===== src/rtl/jacobi_pkg.sv =====
// jacobi_pkg: shared FSM state type, pair-count helper and default index type for the Jacobi sequencer
package jacobi_pkg;
  typedef enum logic [2:0] {IDLE, CHECK, ISSUE, WAIT, DONE} state_e;
  localparam int N_STOCKS_DEF = 4;
  typedef logic [$clog2(N_STOCKS_DEF)-1:0] idx_t;
  function automatic int n_pairs(input int n);
    return n * (n - 1) / 2;
  endfunction
endpackage


===== src/rtl/jacobi_pair_gen.sv =====
// jacobi_pair_gen: row-major off-diagonal pivot pair counter (p,q) with q always above p
module jacobi_pair_gen #(
  parameter int N_STOCKS = 4,
  parameter int IW = $clog2(N_STOCKS)
) (
  input  logic          clk_in,
  input  logic          rst_in,
  input  logic          clear_in,
  input  logic          advance_in,
  output logic [IW-1:0] p_out,
  output logic [IW-1:0] q_out,
  output logic          last_out
);
  logic [IW-1:0] p_q, q_q, p_d, q_d;
  logic wrap;
  assign wrap = q_q == IW'(N_STOCKS - 1);
  assign last_out = wrap && p_q == IW'(N_STOCKS - 2);
  assign p_out = p_q;
  assign q_out = q_q;
  // next pair: wrap to (0,1) after the last pair, otherwise step q or move to the next row
  always_comb begin
    p_d = (clear_in || (advance_in && last_out)) ? '0 : (advance_in && wrap) ? p_q + IW'(1) : p_q;
    q_d = (clear_in || (advance_in && last_out)) ? IW'(1) :
          advance_in ? (wrap ? p_q + IW'(2) : q_q + IW'(1)) : q_q;
  end
  // pair registers, reset to the first pair (0,1)
  always_ff @(posedge clk_in) begin
    if (rst_in) begin
      p_q <= '0;
      q_q <= IW'(1);
    end else begin
      p_q <= p_d;
      q_q <= q_d;
    end
  end
endmodule


===== src/rtl/jacobi_sched.sv =====
// jacobi_sched: sweep sequencer issuing Jacobi pivot pairs and tracking convergence, sweep limit and abort
module jacobi_sched
  import jacobi_pkg::*;
#(
  parameter int N_STOCKS = 4,
  parameter int MAX_SWEEPS = 8,
  parameter int SW = $clog2(MAX_SWEEPS + 1),
  parameter int IW = $clog2(N_STOCKS)
) (
  input  logic          clk_in,
  input  logic          rst_in,
  input  logic          start_in,
  input  logic          abort_in,
  input  logic          conv_in,
  output logic          rot_valid_out,
  input  logic          rot_ready_in,
  output logic [IW-1:0] rot_p_out,
  output logic [IW-1:0] rot_q_out,
  input  logic          rot_done_in,
  output logic          busy_out,
  output logic          done_out,
  output logic          converged_out,
  output logic [SW-1:0] sweeps_out
);
  state_e state_q, state_d;
  logic [SW-1:0] sweeps_q, sweeps_d;
  logic conv_q, conv_d, abort_q, abort_d;
  logic valid_q, busy_q, done_q;
  logic clear, advance, last, any_abort;

  jacobi_pair_gen #(.N_STOCKS(N_STOCKS), .IW(IW)) u_pair (
    .clk_in    (clk_in),
    .rst_in    (rst_in),
    .clear_in  (clear),
    .advance_in(advance),
    .p_out     (rot_p_out),
    .q_out     (rot_q_out),
    .last_out  (last)
  );

  assign any_abort = abort_q || abort_in;
  assign rot_valid_out = valid_q;
  assign busy_out = busy_q;
  assign done_out = done_q;
  assign converged_out = conv_q;
  assign sweeps_out = sweeps_q;

  // next-state logic; an abort during WAIT is parked until the in-flight rotation completes
  always_comb begin
    state_d = state_q;
    sweeps_d = sweeps_q;
    conv_d = conv_q;
    abort_d = abort_q;
    clear = 1'b0;
    advance = 1'b0;
    case (state_q)
      IDLE: if (start_in) begin
        state_d = CHECK;
        sweeps_d = '0;
        conv_d = 1'b0;
        abort_d = 1'b0;
        clear = 1'b1;
      end
      CHECK: begin
        state_d = (abort_in || conv_in || sweeps_q == SW'(MAX_SWEEPS)) ? DONE : ISSUE;
        conv_d = !abort_in && conv_in;
      end
      ISSUE: begin
        state_d = abort_in ? DONE : rot_ready_in ? WAIT : ISSUE;
        conv_d = abort_in ? 1'b0 : conv_q;
      end
      WAIT: begin
        abort_d = any_abort;
        if (rot_done_in) begin
          state_d = any_abort ? DONE : last ? CHECK : ISSUE;
          advance = !any_abort;
          sweeps_d = (!any_abort && last) ? sweeps_q + SW'(1) : sweeps_q;
          conv_d = 1'b0;
        end
      end
      DONE: state_d = IDLE;
      default: state_d = IDLE;
    endcase
  end

  // state and registered outputs, all decoded from the next state
  always_ff @(posedge clk_in) begin
    if (rst_in) begin
      state_q <= IDLE;
      sweeps_q <= '0;
      conv_q <= 1'b0;
      abort_q <= 1'b0;
      valid_q <= 1'b0;
      busy_q <= 1'b0;
      done_q <= 1'b0;
    end else begin
      state_q <= state_d;
      sweeps_q <= sweeps_d;
      conv_q <= conv_d;
      abort_q <= abort_d;
      valid_q <= state_d == ISSUE;
      busy_q <= state_d != IDLE;
      done_q <= state_d == DONE;
    end
  end
endmodule


===== config.mk =====
export PLATFORM = sky130hd
export DESIGN_NAME = jacobi_sched
export DESIGN_NICKNAME = d
export VERILOG_FILES = /design/src/rtl/jacobi_pkg.sv /design/src/rtl/jacobi_pair_gen.sv /design/src/rtl/jacobi_sched.sv
export SDC_FILE = /design/constraint.sdc
export NUM_CORES = 1
export LEC_CHECK = 0
export BUFFER_PORTS_ARGS = -buffer_cell sky130_fd_sc_hd__buf_4
export CAP_MARGIN = 10
export CELL_PAD_IN_SITES_DETAIL_PLACEMENT = 2
export CELL_PAD_IN_SITES_GLOBAL_PLACEMENT = 2
export CORE_MARGIN = 1.5
export CORE_UTILIZATION = 31
export CTS_CLUSTER_DIAMETER = 200
export DETAILED_ROUTE_END_ITERATION = 10
export PLACE_DENSITY_LB_ADDON = 0.1
export SLEW_MARGIN = 10
export SYNTH_ARGS = -nofsm -noshare
export SYNTH_HDL_FRONTEND = slang
export SYNTH_HIERARCHICAL = 1
export SYNTH_SLANG_ARGS = --single-unit

===== constraint.sdc =====
create_clock -name clk_in -period 1.9 [get_ports clk_in]
set_input_delay 0.19 -clock clk_in [delete_from_list [all_inputs] [get_ports clk_in]]
set_output_delay 0.19 -clock clk_in [all_outputs]
set_load 0.02 [all_outputs]

==> results.sh <==
export IMPL_worstSetupStartpointType="register"
export IMPL_grt_pass1_wl_mm=3.80
export IMPL_wirelength_mm=2.25
export IMPL_path_clk_slew_ps=110
export IMPL_hp_class="primary input to register"
export IMPL_rr_endpoint="u_pair/q_out[0]"
export IMPL_period_share_pct=82.7
export IMPL_die_w_um=56.5
export IMPL_drc=0
export IMPL_antenna_found_initial=0
export IMPL_max_freq_ghz=0.637
export IMPL_crit_path_end="u_pair/q_out[0]"
export IMPL_fin_skew_ps=6.62
export IMPL_synthCells=96
export IMPL_ys_ff_latch=16
export IMPL_crit_path_max_fanout=8
export IMPL_seq_area_frac_synth_pct=36.2
export IMPL_clk_latency_ps=290
export IMPL_layout_area_seq_um2=320
export IMPL_critPathCaptureType="register"
export IMPL_met2_length_mm=1.09
export IMPL_hold_viol=0
export IMPL_hpwl_mm=1.73
export IMPL_r2r_slack_ps=330
export IMPL_grt_pass1_vias=766
export IMPL_fillers=322
export IMPL_place_gp_congestion=0.732
export IMPL_drv_cap=0
export IMPL_cts_tree="yes"
export IMPL_maxSlewHeadroom_pct=75.7
export IMPL_synth_area_um2=886
export IMPL_syn_mean_instance_area_um2=9.23
export IMPL_numPortBuffers=18
export IMPL_wl_met3_um=70
export IMPL_fin_nets=128
export IMPL_hold_depth=2
export IMPL_drive_gt1_share_pct=30.2
export IMPL_hold_buffers=0
export IMPL_r2r_cells=5
export IMPL_htree_levels=1
export IMPL_fin_setup_tns_ps=0
export IMPL_die_area_mm2=0.00319
export IMPL_antenna_left=0
export IMPL_first_pass_iters=3
export IMPL_p_leak_nw=0.383
export IMPL_numCtsBuffers=3
export IMPL_antenna_cells=0
export IMPL_drv_slew=0
export IMPL_power_mw=0.691
export IMPL_finalSetupViolCount=0
export IMPL_core_area_mm2=0.00273
export IMPL_critPathArrivalTime_ps=1760
export IMPL_required_ps=2090
export IMPL_status="complete, no violations"
export IMPL_crit_type="register to register"
export IMPL_synth_cell_types=36
export IMPL_io_pin_count=19
export IMPL_clockBufferDepth=2
export IMPL_power_density_mw_per_mm2=638
export IMPL_drtIter0Drc=10
export IMPL_grt_start_max_net_pins=13
export IMPL_peakVddDrop_uv=286
export IMPL_overflow=0
export IMPL_vias=772
export IMPL_syn_num_nets=107
export IMPL_crit_start="state_q[1]"
export IMPL_route_top_layer_used="met4"
export IMPL_root_buffer="clkbuf_4"
export IMPL_worst_pin_slew_ps=363
export IMPL_ys_warn_count=6
export IMPL_vias_per_cell=5.25
export IMPL_grt_total_usage_pct=15.5
export IMPL_fp_row_count=19
export IMPL_syn_to_final_growth_pct=22.2
export IMPL_drt_met1_wl_mm=1.05
export IMPL_rsz0062_at_grt="false"
export IMPL_fin_crit_ps=1570
export IMPL_clock_sinks=16
export IMPL_reg2reg_from="state_q[1]"
export IMPL_die_h_um=56.5
export IMPL_wire_per_inst_um=15.3
export IMPL_initial_core_util_pct=32.4
export IMPL_multi_input_area_um2=514
-- placed cells by master (no fill, tap or decap), types with 2 or more instances in the layout --
master,count
nand2b_1,5
a31oi_1,4
xnor2_1,4
inv_1,8
a21oi_1,5
buf_4,19
nor3_2,2
nor3_1,4
dfxtp_1,16
clkbuf_4,3
nor2_1,9
ha_1,4
nand2_1,3
o21ai_0,4
nand3b_1,3
mux2i_1,2
-- through the flow --
stage / util (%) / area (um2) / hold WS [ps] / std cells / setup slack [ps]
3_3_place_gp: 38.2 / 1040 / 420 / 143 / 334
3_5_place_dp: 38.2 / 1040 / 415 / 143 / 191
5_1_grt: 39.6 / 1080 / 88.6 / 147 / 187
2_1_floorplan: - / 886 / 259 / 96 / 406
6_report: 39.6 / 1080 / 110 / 147 / 329
4_1_cts: 39.5 / 1080 / 95.3 / 147 / 151
-- how the worst min path moves through the flow --
stage                   from       endpoint
global route        start_in       busy_out
finish              start_in       busy_out
detailed placement  start_in       busy_out
floorplan             rst_in  converged_out
CTS                 start_in       busy_out
global placement    start_in       busy_out
-- synth_stat cells --
master,count,area [um2]
buf_4,1,7.51
nand3_1,1,5.00
nand4bb_4,1,27.5
and2_1,1,6.26
o21ai_0,4,20.0
a31oi_1,4,25.0
a311oi_2,1,15.0
a211o_1,1,8.76
a21oi_1,5,25.0
a2bb2oi_2,1,15.0
a311oi_1,1,8.76
dfxtp_1,16,320
inv_1,8,30.0
nor3_1,4,20.0
nor2b_1,1,6.26
nand2_1,3,11.3
nand2b_1,5,31.3
nor3_2,2,20.0
nand3b_2,1,11.3
buf_6,1,11.3
or2_2,1,6.26
a211oi_1,1,7.51
nand4b_1,1,8.76
nor2_4,1,11.3
o221ai_1,1,8.76
nand3b_1,3,22.5
xnor2_1,4,35.0
a311o_1,1,10.0
o31a_1,1,8.76
clkbuf_2,1,5.00
and2_4,1,8.76
or3b_4,1,11.3
nor2_1,10,37.5
mux2i_1,2,20.0
a21oi_2,1,8.76
ha_1,4,50.1
-- routing by layer --
| layer | global-route usage (%) | vias to the layer above |
|---|---|---|
| met3 | 3.23 | 5 |
| met4 | 6.12 | 0 |
| li1 | - | 381 |
| met5 | 0 | - |
| met2 | 24.6 | 13 |
| met1 | 20.5 | 373 |
-- final cells by class --
type	count	area share, %
well taps	31	3.58
multi-input cells	69	47.5
inverters	8	2.77
clock buffers	4	3.35
repair buffers	19	13.2
flip-flops and latches	16	29.6
-- critical path, cell delays in order, from the launching register on --
cell and delay, ps:
dfxtp_1 550, nand4bb_4 190, nor2_2 310, nand2_1 150
o221ai_1 190, nand2b_1 70
-- registers in the layout, indices dropped and copies added (netlist names), 2 cells and up --
name and flops:
sweeps_out 4, u_pair/q_out 2, u_pair/p_out 2, state_q 3
-- cell families after synthesis --
logic type                 synth area share (%)
muxes                                      2.26
adders and majority gates                  5.65
DFF                                        36.2
AOI/OAI and AO/OA                          18.2
and+or+nand+nor                            27.7
xor gates and xnor gates                   3.95
buffers and inverters                      6.07
-- power by group --
| part | internal [mW] | switching (mW) | total [mW] | leakage, nW |
|---|---|---|---|---|
| combinational | 0.0451 | 0.0546 | 0.0998 | 0.233 |
| sequential | 0.345 | 0.00895 | 0.354 | 0.130 |
| clock | 0.117 | 0.121 | 0.237 | 0.0210 |
-- timing repair --
action                                  in CTS  in global routing
endpoints found under the setup margin       0                  2
buffers inserted                             0                  0
resized for setup                            0                  1
Power figures use the tool's default switching activity.
